File: src/rtl/pipe_reg_pkg.sv
// Shared definitions for the inter-stage pipeline registers.
// Per-boundary field widths, depth limit and the stage-operation decode.
package pipe_reg_pkg;

  localparam int DEPTH_MAX = 8;

  // Field widths for each pipeline boundary of the 5-stage core
  localparam int IF_ID_CTRL_W  = 1;
  localparam int IF_ID_DATA_W  = 64;
  localparam int ID_EX_CTRL_W  = 9;
  localparam int ID_EX_DATA_W  = 111;
  localparam int EX_MEM_CTRL_W = 3;
  localparam int EX_MEM_DATA_W = 69;
  localparam int MEM_WB_CTRL_W = 2;
  localparam int MEM_WB_DATA_W = 69;

  typedef enum logic [1:0] {
    OP_LOAD,
    OP_HOLD,
    OP_KILL
  } cell_op_e;

  // Flush outranks stall; otherwise the chain advances
  function automatic cell_op_e cell_op(
    input logic stall,
    input logic flush
  );
    if (flush) return OP_KILL;
    if (stall) return OP_HOLD;
    return OP_LOAD;
  endfunction

endpackage

File: src/rtl/pipe_stage_cell.sv
// One stage of the pipeline register chain: {valid, ctrl, data}.
// Exactly one of load/hold/kill is expected to be high each cycle.
module pipe_stage_cell #(
  parameter int CTRL_W     = 3,
  parameter int DATA_W     = 69,
  parameter bit FLUSH_DATA = 1'b0
) (
  input  logic              CLK,
  input  logic              RST,
  input  logic              load_i,
  input  logic              hold_i,
  input  logic              kill_i,
  input  logic              valid_i,
  input  logic [CTRL_W-1:0] ctrl_i,
  input  logic [DATA_W-1:0] data_i,
  output logic              valid_o,
  output logic [CTRL_W-1:0] ctrl_o,
  output logic [DATA_W-1:0] data_o
);

  logic              valid_q, valid_d;
  logic [CTRL_W-1:0] ctrl_q, ctrl_d;
  logic [DATA_W-1:0] data_q, data_d;

  always_comb begin
    valid_d = valid_q;
    ctrl_d  = ctrl_q;
    data_d  = data_q;
    unique case (1'b1)
      kill_i: begin
        valid_d = 1'b0;
        ctrl_d  = '0;
        if (FLUSH_DATA) data_d = '0;
      end
      load_i: begin
        valid_d = valid_i;
        ctrl_d  = ctrl_i;
        data_d  = data_i;
      end
      hold_i: ;
      default: ;
    endcase
  end

  always_ff @(posedge CLK or negedge RST) begin
    if (!RST) begin
      valid_q <= 1'b0;
      ctrl_q  <= '0;
      data_q  <= '0;
    end else begin
      valid_q <= valid_d;
      ctrl_q  <= ctrl_d;
      data_q  <= data_d;
    end
  end

  assign valid_o = valid_q;
  assign ctrl_o  = ctrl_q;
  assign data_o  = data_q;

endmodule

File: src/rtl/pipeline_stage_reg.sv
// Parametrised inter-stage register: DEPTH-deep delay line with
// stall/flush, valid-gated control output and saturating event counters.
module pipeline_stage_reg
  import pipe_reg_pkg::*;
#(
  parameter int CTRL_W     = EX_MEM_CTRL_W,
  parameter int DATA_W     = EX_MEM_DATA_W,
  parameter int DEPTH      = 1,
  parameter int CNT_W      = 16,
  parameter bit FLUSH_DATA = 1'b0
) (
  input  logic              CLK,
  input  logic              RST,
  input  logic              StallIn,
  input  logic              FlushIn,
  input  logic              CntClr,
  input  logic              ValidIn,
  input  logic [CTRL_W-1:0] CtrlIn,
  input  logic [DATA_W-1:0] DataIn,
  output logic              ValidOut,
  output logic [CTRL_W-1:0] CtrlOut,
  output logic [DATA_W-1:0] DataOut,
  output logic [CNT_W-1:0]  StallCnt,
  output logic [CNT_W-1:0]  FlushCnt
);

  generate
    if (DEPTH < 1 || DEPTH > DEPTH_MAX) begin : g_depth_chk
      $error("pipeline_stage_reg: DEPTH must be 1..8");
    end
  endgenerate

  cell_op_e op;
  logic     load, hold, kill;

  assign op   = cell_op(StallIn, FlushIn);
  assign load = (op == OP_LOAD);
  assign hold = (op == OP_HOLD);
  assign kill = (op == OP_KILL);

  logic              valid_s [DEPTH+1];
  logic [CTRL_W-1:0] ctrl_s  [DEPTH+1];
  logic [DATA_W-1:0] data_s  [DEPTH+1];

  assign valid_s[0] = ValidIn;
  assign ctrl_s[0]  = CtrlIn;
  assign data_s[0]  = DataIn;

  for (genvar k = 0; k < DEPTH; k++) begin : g_stage
    pipe_stage_cell #(
      .CTRL_W    (CTRL_W),
      .DATA_W    (DATA_W),
      .FLUSH_DATA(FLUSH_DATA)
    ) u_cell (
      .CLK    (CLK),
      .RST    (RST),
      .load_i (load),
      .hold_i (hold),
      .kill_i (kill),
      .valid_i(valid_s[k]),
      .ctrl_i (ctrl_s[k]),
      .data_i (data_s[k]),
      .valid_o(valid_s[k+1]),
      .ctrl_o (ctrl_s[k+1]),
      .data_o (data_s[k+1])
    );
  end

  // A bubble must never leak RegWrite/MemWrite downstream
  assign ValidOut = valid_s[DEPTH];
  assign CtrlOut  = ValidOut ? ctrl_s[DEPTH] : '0;
  assign DataOut  = data_s[DEPTH];

  logic [CNT_W-1:0] stall_cnt_q, stall_cnt_d;
  logic [CNT_W-1:0] flush_cnt_q, flush_cnt_d;

  always_comb begin
    stall_cnt_d = stall_cnt_q;
    flush_cnt_d = flush_cnt_q;
    if (CntClr) begin
      stall_cnt_d = '0;
      flush_cnt_d = '0;
    end else if (StallIn && !FlushIn) begin
      if (!(&stall_cnt_q)) stall_cnt_d = stall_cnt_q + CNT_W'(1);
    end else if (FlushIn) begin
      if (!(&flush_cnt_q)) flush_cnt_d = flush_cnt_q + CNT_W'(1);
    end
  end

  always_ff @(posedge CLK or negedge RST) begin
    if (!RST) begin
      stall_cnt_q <= '0;
      flush_cnt_q <= '0;
    end else begin
      stall_cnt_q <= stall_cnt_d;
      flush_cnt_q <= flush_cnt_d;
    end
  end

  assign StallCnt = stall_cnt_q;
  assign FlushCnt = flush_cnt_q;

endmodule

File: config.mk
export PLATFORM = sky130hd
export DESIGN_NAME = pipeline_stage_reg
export DESIGN_NICKNAME = d
export VERILOG_FILES = /design/src/rtl/pipe_reg_pkg.sv /design/src/rtl/pipe_stage_cell.sv /design/src/rtl/pipeline_stage_reg.sv
export SDC_FILE = /design/constraint.sdc
export NUM_CORES = 1
export LEC_CHECK = 0
export BUFFER_PORTS_ARGS = -buffer_cell sky130_fd_sc_hd__buf_2
export CORE_ASPECT_RATIO = 1.1
export CORE_UTILIZATION = 30
export CTS_BUF_LIST = sky130_fd_sc_hd__clkbuf_4 sky130_fd_sc_hd__clkbuf_8
export DETAILED_ROUTE_END_ITERATION = 10
export GPL_TIMING_DRIVEN = 0
export PLACE_DENSITY = 0.6
export SLEW_MARGIN = 40
export SYNTH_ARGS = -nofsm -noshare
export SYNTH_HDL_FRONTEND = slang
export SYNTH_SLANG_ARGS = --single-unit
export TNS_END_PERCENT = 20
File: constraint.sdc
create_clock -name CLK -period 4.4 [get_ports CLK]
set_input_delay 0.44 -clock CLK [delete_from_list [all_inputs] [get_ports CLK]]
set_output_delay 0.44 -clock CLK [all_outputs]
set_load 0.05 [all_outputs]
==> results.yml, run 1 <==
power_and_ir_drop:
  powerDensity_nw_per_um2: 402.6
  vdd_drop_max_uv: 292.9
  leakage_nw: 2.780
timing:
  fin_crit_ns: 2.138
  finClkSkew_ns: 0.01158
  slew_headroom_pct: 57.24
  fin_crit_sh_pct: 48.59
  slew_violations: 0
  setup_viol: 0
  finalHoldViolCount: 0
  worst_pin_slew_ns: 0.6415
  tns_ns: 0
  clock.fmax_mhz: 467.8
  rsz0062_at_grt: "false"
yosys:
  synth_area_leaders: "dfrtp_1, mux2_2, o31ai_1"
  synth_area_per_cell_um2: 12.92
  yosysSeqAreaShare_pct: 57.27
  synth_area_um2: 4588
  ys_ff_latch: 105
  ys_types: 41
  syn_inst: 355
  synth_edf_count: 0
  async_flop_share_pct: 100.0
  yosysWarningCount: 0
  synth_area_leader_cell: "dfrtp_1"
  synth_ff_type: "dfrtp_1"
  synth_top_area_share_pct: 57.27
  syn_nets: 435
floorplanning:
  die_h_um: 131.7
  dieWidth_um: 119.9
  num_rows: 47
  ios: 183
  core_area_um2: 15000
  die_area_um2: 15790
  initial_core_util_pct: 30.60
place:
  place_area_um2: 5772
  io_buffers: 180
  gp_congestion: 0.7988
  dpl.hpwl_mm: 8.266
  dp.cells: 732
clock_network:
  cts_max_level: 3
  clock_sinks: 105
  cts_tree: "built"
  cts_root_buf: "clkbuf_8"
  cts_inserted_buffers: 9
  cts.clk_slew.worst_paths_ns: 0.11
  post_cts_resize_count: 0
  clkLatencyLatePin_ns: 0.38
  cts_buffer_depth: 2
cells_and_area:
  fin_nets: 628
  layoutNonFillerInstCount: 749
  diodes: 0
  area_delta_synth_final_pct: 30.49
  drive_gt1_share_pct: 52.98
  fin_area_um2: 5987
setup_path:
  startpoint_type: "flop"
  rrSetupSlack_ns: 2.26
  slowest_delay_ns: 0.57
  worst-path-buf-inv: 2
  critPathMaxFanout: 10
  crit_chain: "ha_1 > nand4_4 > o41ai_4 > buf_6 > buf_12 > mux2i_1 > nor2_1"
  crit_slowest_cell: "o41ai_4"
  cp-end-kind: "flop"
  arrival_ns: 2.38
  crit_family: "compound AO/OA/AOI/OAI gates"
  crit_required_ns: 4.64
  criticalPathCategory: "reg2reg"
global_route:
  grt_pass1_vias: 3822
  grt_use_total_pct: 14.87
  grt_pass1_wl_mm: 18.62
  gr-total-overflow: 0
  antenna_found_initial: 0
  grt_max_degree: 58
flow_run:
  drv_cap: 0
outcome:
  status: "finished, final reports clean"
worst_hold_path:
  hp-class: "in2reg"
route:
  drc: 0
  wire_per_inst_um: 14.82
  drtIter0Drc: 151
  dr.pass1.iters: 4
  vias: 3655
  ant_nets: 0
  wl_mm: 11.10
  viasPerCell: 4.880
## layer usage
| metal | vias to the layer above | part of all wire [%] | GRT usage [%] |
|---|---|---|---|
| met5 | - | 0 | 0 |
| met4 | 0 | 2.4 | 7.708 |
| met3 | 18 | 6.6 | 4.210 |
| met2 | 120 | 51 | 25.10 |
| met1 | 1814 | 40 | 17.00 |
| li1 | 1703 | - | - |
## logic make-up (layout without fill, tap and decap cells)
kind of cell | after synthesis | count (layout) | share of synthesized area [%]
AOI/OAI and AO/OA | 53 | 53 | 7.909
xor gates and xnor gates | 1 | 1 | 0.1909
adders and majority gates | 2 | 2 | 0.5453
buffers and inverters | 22 | 220 | 2.427
DFF | 105 | 105 | 57.27
muxes | 77 | 77 | 18.71
and+or+nand+nor | 95 | 95 | 12.95
## per-stage QoR
stage	setup WS, ns	power, mW	hold slack (ns)	utilization, %
global placement	1.741	1.789	0.4838	38.24
finish	2.262	2.411	0.2778	39.92
global route	2.094	2.527	0.2426	39.92
floorplan	2.128	1.607	0.1444	-
CTS	2.233	2.453	0.2425	39.92
detailed placement	2.110	1.808	0.3672	38.49
## cells in the final DEF, fill, tap and decap left out, types with 9 or more instances in the layout
| master | instances |
|---|---|
| nand2_1 | 12 |
| nor2_1 | 11 |
| mux2_2 | 70 |
| dfrtp_1 | 105 |
| nand3_1 | 10 |
| buf_2 | 183 |
| o31ai_1 | 14 |
| clkbuf_8 | 9 |
| or4_1 | 10 |
| clkbuf_1 | 10 |
| a21oi_1 | 18 |
| nand4_1 | 9 |
## final cells by class
cell class                 instances  area, um2
fill                            1451       9009
sequential                       105       2628
multi-input combinational        228       1849
timing repair buffer             182      948.4
tap                              196      245.2
clock buffer                      10      131.4
buffer                            17      92.59
clock inverter                     6      73.82
inverter                           5      18.77
## synth_stat cells (4+ instances only)
library cell  count
mux2i_1           7
mux2_2           70
nand3_1          10
and2_1            4
nor3_1            4
clkbuf_1         10
inv_1             5
nand2_1          12
buf_2             4
or3_1             6
or4_1            10
or3_2             6
a21oi_2           7
nand4_1           9
a21oi_1          18
o21ai_1           6
nor2_1           11
dfrtp_1         105
and3_1            4
o31ai_1          14
## registers in the layout, indices dropped and copies added (netlist names)
signal,count
FlushCnt,16
StallCnt,16
g_stage.u_cell.ctrl_o,3
g_stage.u_cell.data_o,69
g_stage.u_cell.valid_o,1
## repair_timing
action	4_1_cts	5_1_grt
endpoints found under the hold margin	48	0
hold buffers	1	0
setup buffers	0	0
## power by group
| group | switching (mW) | total [mW] | internal (mW) | leakage (nW) |
|---|---|---|---|---|
| Clock | 0.352 | 0.629 | 0.277 | 0.0984 |
| Sequential | 0.0521 | 1.11 | 1.06 | 1.31 |
| Combinational | 0.482 | 0.667 | 0.185 | 1.37 |
| Total | 0.887 | 2.41 | 1.52 | 2.78 |
## worst paths after layout
check                                                         start                                        to  cells past startpoint
max reg2reg                                 StallCnt[0]$_DFFE_PN0P_                   StallCnt[1]$_DFFE_PN0P_                      7
min reg2reg                g_stage[0].u_cell.data_o[51]$_DFFE_PN0N_  g_stage[0].u_cell.data_o[51]$_DFFE_PN0N_                      1
min in group asynchronous                                       RST                   StallCnt[7]$_DFFE_PN0P_                      2
max                                         StallCnt[0]$_DFFE_PN0P_                   StallCnt[1]$_DFFE_PN0P_                      7
min                                                       DataIn[1]   g_stage[0].u_cell.data_o[1]$_DFFE_PN0N_                      2
max in group asynchronous                                       RST  g_stage[0].u_cell.data_o[53]$_DFFE_PN0N_                      3
(Power assumes the default switching activity.)
==> inputs of run 2 (changes only) <==
clock period = 2.2 ns   (was 4.4 ns; I/O delays follow)
==> run 2 against run 1 <==
Critical path depth unchanged. Wire length increased by 2.7%. Flip-flop and latch count unchanged. Maximum frequency increased by 9.1%. Register-to-register slack got worse by 2.0 ns. Cell area decreased by 0.15%. First-iteration DRC count increased by 18%. Sequential share of layout area increased by 0.11 points. Sequential power increased by 100%. Hold slack got worse by 0.22 ns. Count of clock-buffer cells in the layout unchanged. Clock skew decreased by 0.0047 ns.
==> results.yml, run 2 (synthesis gave the netlist of run 1 again) <==
cells_and_area:
  area_delta_synth_final_pct: 30.30
  fin_nets: 629
  largest_reg_flops: 69
  drive_gt1_share_pct: 53.43
  diodes: 0
  layout_commonest_cell: "buf_2"
  utilization_pct: 39.87
  layoutNonFillerInstCount: 750
  mostFrequentLayoutCells: "buf_2, dfrtp_1, mux2_2"
floorplanning:
  dieWidth_um: 119.9
  die_area_um2: 15790
  core_area_um2: 15000
  num_rows: 47
  initial_core_util_pct: 30.60
  ios: 183
  die_h_um: 131.7
setup_path:
  reg2reg_to: "StallCnt[1]$_DFFE_PN0P_"
  rr_worst_depth: 7
  cp-end-kind: "flop"
  endpoint: "StallCnt[1]$_DFFE_PN0P_"
  arrival_ns: 2.20
  crit_path_start: "StallCnt[0]$_DFFE_PN0P_"
  rr_startpoint: "StallCnt[0]$_DFFE_PN0P_"
  critPathMaxFanout: 10
  criticalPathCategory: "reg2reg"
  crit_required_ns: 2.44
  startpoint_type: "flop"
  rrSetupSlack_ns: 0.24
clock_network:
  cts_max_level: 3
  cts_tree: "built"
  cts_buffer_depth: 2
  clkLatencyLatePin_ns: 0.38
  cts_root_buf: "clkbuf_8"
  post_cts_resize_count: 0
  cts_inserted_buffers: 9
  clock_sinks: 105
  cts.clk_slew.worst_paths_ns: 0.11
global_route:
  antenna_found_initial: 0
  grt_pass1_wl_mm: 19.04
  gr-total-overflow: 0
  grt_use_total_pct: 15.20
  grt_pass1_vias: 3947
  grt_max_degree: 61
timing:
  worst_pin_slew_ns: 0.6359
  finClkSkew_ns: 0.006837
  slew_headroom_pct: 57.61
  slew_violations: 0
  rsz0062_at_grt: "false"
  fin_crit_sh_pct: 89.06
  fin_crit_ns: 1.959
  clock.fmax_mhz: 510.4
  setup_viol: 0
  whs_ns: 0.05438
  finalHoldViolCount: 0
flow_run:
  drv_cap: 0
worst_hold_path:
  hp-class: "in2reg"
power_and_ir_drop:
  leakage_nw: 2.781
  vdd_drop_max_uv: 422.3
  powerDensity_nw_per_um2: 795.2
route:
  wire_per_inst_um: 15.20
  viasPerCell: 4.872
  ant_nets: 0
  dr.pass1.iters: 4
  vias: 3654
  wl_mm: 11.40
  drc: 0
  drtIter0Drc: 178
place:
  io_buffers: 180
  dpl.hpwl_mm: 8.545
  gp_congestion: 0.7677
  dp.cells: 732
outcome:
  status: "finished, final reports clean"
==> run 2: cell types whose count changed in the layout (fill, tap and decap cells not counted) <==
cell and change:
buf_4 +1, bufinv_16 -1, clkinvlp_4 -2, dfrtp_1 -2, dfrtp_2 +2, inv_6 +3
==> run 2: per-layer routing <==
layer	vias to the layer above	GRT usage (%)	routed length, um
met5	-	0	0
met4	0	7.083	305
met3	22	3.733	607
met2	110	26.69	5899
met1	1817	17.16	4584
li1	1705	-	-
==> run 2: worst min-delay path by stage <==
stage,slack [ns],to,from,cells after the start
finish,0.05,g_stage[0].u_cell.data_o[56]$_DFFE_PN0N_,DataIn[56],2
global route,0.03,g_stage[0].u_cell.data_o[7]$_DFFE_PN0N_,DataIn[7],2
CTS,0.03,g_stage[0].u_cell.data_o[56]$_DFFE_PN0N_,DataIn[56],2
detailed placement,0.14,StallCnt[6]$_DFFE_PN0P_,RST,1
global placement,0.45,g_stage[0].u_cell.data_o[21]$_DFFE_PN0N_,DataIn[21],2
floorplan,-0.08,FlushCnt[0]$_DFFE_PN0P_,RST,0
==> run 2: layout make-up <==
type | count | area (um2)
clock inverter | 6 | 55.05
timing repair buffer | 183 | 955.9
multi-input combinational | 228 | 1849
sequential | 105 | 2630
buffer | 17 | 92.59
inverter | 5 | 18.77
tap | 196 | 245.2
fill | 1488 | 9017
clock buffer | 10 | 131.4
==> run 2: repair_timing <==
item,CTS,global route
hold buffers,1,0
buffers inserted,0,1
endpoints found under the hold margin,45,0
endpoints found under the setup margin,0,4
==> run 2: where the power goes <==
group	switching, mW	internal (mW)
Sequential	0.102	2.13
Clock	0.740	0.452
Combinational	0.965	0.370
Total	1.81	2.95
==> run 2: critical path: stages, from the launching register on <==
cell,delay (ns)
dfrtp_2,0.42
ha_1,0.27
nand4_4,0.16
o41ai_4,0.41
buf_6,0.20
buf_12,0.13
mux2i_1,0.18
nor2_1,0.05
==> run 2: per-stage QoR <==
step	power (mW)	area, um2	worst slack, ns	TNS, ns
final	4.754	5978	0.2408	0
after CTS	4.824	5971	0.03922	0
after floorplan	3.215	4591	0.09684	0
after detailed placement	3.612	5774	0.05110	0
after global routing	4.966	5978	0.1143	0
after global placement	3.575	5737	-0.4202	-25.12
==> inputs of run 3 (changes only) <==
PLACE_DENSITY = not set   (was 0.6)
PLACE_DENSITY_LB_ADDON = 0.15   (was not set)
==> run 3 against run 2 <==
First-iteration DRC count decreased by 39%. Sequential power about the same. Maximum frequency decreased by 0.25%. Critical endpoint unchanged. Highest routed layer is now met5.
==> results.yml, run 3 (synthesis gave the netlist of run 1 again) <==
clock_network:
  cts.clk_slew.worst_paths_ns: 0.11
  cts_max_level: 3
  cts_root_buf: "clkbuf_8"
  clock_sinks: 105
  clkLatencyLatePin_ns: 0.38
  cts_tree: "built"
  cts_inserted_buffers: 9
  cts_buffer_depth: 2
route:
  viasPerCell: 4.887
  ant_nets: 0
  drc: 0
  routed-wl-met2_mm: 5.727
  wl_met1_mm: 4.858
  wire_per_inst_um: 15.63
  dr.pass1.iters: 4
  dr_wl_met3_um: 878
  drtIter0Drc: 109
  wl_mm: 11.74
  vias: 3670
  maxUsedRoutingLayer: "met5"
setup_path:
  rr_worst_depth: 7
  rr_startpoint: "StallCnt[0]$_DFFE_PN0P_"
  critPathMaxFanout: 10
  startpoint_type: "flop"
  crit_path_start: "StallCnt[0]$_DFFE_PN0P_"
  crit_required_ns: 2.45
  cp-end-kind: "flop"
  arrival_ns: 2.21
  criticalPathCategory: "reg2reg"
timing:
  setup_viol: 0
  rsz0062_at_grt: "false"
  finalHoldViolCount: 0
  slew_violations: 0
  setup_ws_ns: 0.2358
  finClkSkew_ns: 0.009831
  fin_crit_ns: 1.964
  fin_crit_sh_pct: 89.28
  clock.fmax_mhz: 509.1
  slew_headroom_pct: 57.59
  worst_pin_slew_ns: 0.6361
worst_hold_path:
  hold_depth: 2
  min_from: "DataIn[18]"
  hp-class: "in2reg"
floorplanning:
  num_rows: 47
  die_h_um: 131.7
  initial_core_util_pct: 30.60
  core_area_um2: 15000
  die_area_um2: 15790
  ios: 183
  dieWidth_um: 119.9
cells_and_area:
  area_delta_synth_final_pct: 30.60
  largest_reg_flops: 69
  ff_latch_area_um2: 2630
  multi_input_area_um2: 1849
  fin_nets: 630
  drive_gt1_share_pct: 53.51
  mostFrequentLayoutCells: "buf_2, dfrtp_1, mux2_2"
  fillCellCount: 1513
  diodes: 0
  layout_commonest_cell: "buf_2"
  fin_area_um2: 5992
power_and_ir_drop:
  leakage_nw: 2.788
  vdd_drop_max_uv: 381.9
  powerDensity_nw_per_um2: 797.4
global_route:
  antenna_found_initial: 1
  grt_pass1_wl_mm: 19.30
  grt_use_total_pct: 15.57
  grt_max_degree: 63
  grt_pass1_vias: 3732
  gr-total-overflow: 0
outcome:
  status: "finished, final reports clean"
place:
  dpl.hpwl_mm: 8.800
  place_area_um2: 5774
  io_buffers: 180
  place_ws_ns: -0.0009475
  gp_congestion: 0.7659
flow_run:
  drv_cap: 0
-- run 3: cell types whose count changed in the layout (fill, tap and decap cells not counted), sizes merged --
cell | before | now
buf | 189 | 190
-- run 3: layer usage --
metal | global-route usage, % | up-vias
met2 | 25.29 | 127
met3 | 5.078 | 18
met4 | 7.222 | 2
met1 | 18.55 | 1811
met5 | 0 | -
li1 | - | 1712
-- run 3: through the flow --
step / instances / power (mW) / utilization, % / setup TNS, ns / hold WS, ns
after floorplan: 355 / 3.215 / - / 0 / -0.07559
after global placement: 731 / 3.590 / 38.26 / -37.49 / 0.4518
after detailed placement: 732 / 3.618 / 38.51 / -0.0009475 / 0.1459
after CTS: 749 / 4.868 / 39.86 / 0 / 0.02802
after global routing: 751 / 5.015 / 39.96 / 0 / 0.02428
final: 751 / 4.778 / 39.96 / 0 / 0.05486
-- run 3: final cells by class --
type	instances	share of cell area, %
Multi-Input combinational cell	228	30.86
Inverter	5	0.3132
Tap cell	196	4.093
Buffer	17	1.545
Timing Repair Buffer	184	16.08
Sequential cell	105	43.89
Clock inverter	6	0.9188
Clock buffer	10	2.297
-- run 3: what timing repair did --
item / 4_1_cts / 5_1_grt
buffers inserted: 0 / 2
endpoints found under the setup margin: 1 / 2
endpoints found under the hold margin: 43 / 0
pin swaps: 1 / 1
gates resized for setup: 0 / 0
cloned: 0 / 0
hold buffers: 1 / 0
-- run 3: path summary, 6_finish.rpt --
check	endpoint	slack, ns
setup / recovery	StallCnt[1]$_DFFE_PN0P_	0.24
hold / removal	g_stage[0].u_cell.data_o[18]$_DFFE_PN0N_	0.05
setup reg to reg	StallCnt[1]$_DFFE_PN0P_	0.24
hold reg to reg	g_stage[0].u_cell.data_o[25]$_DFFE_PN0N_	0.51
max in group asynchronous	StallCnt[0]$_DFFE_PN0P_	1.27
min in group asynchronous	StallCnt[7]$_DFFE_PN0P_	0.30
-- run 3: worst max-delay path: stages, from the launching register on --
cell and delay [ns]:
dfrtp_2 0.42, ha_1 0.26, nand4_4 0.16, o41ai_4 0.39, buf_6 0.22, buf_12 0.14
mux2i_1 0.18, nor2_1 0.05
-- run 3: where the power goes --
group | total (mW) | leakage, nW | switching (mW) | internal, mW
logic | 1.34 | 1.38 | 0.967 | 0.371
registers | 2.23 | 1.30 | 0.103 | 2.13
clock network | 1.21 | 0.100 | 0.742 | 0.470
total | 4.78 | 2.79 | 1.81 | 2.97
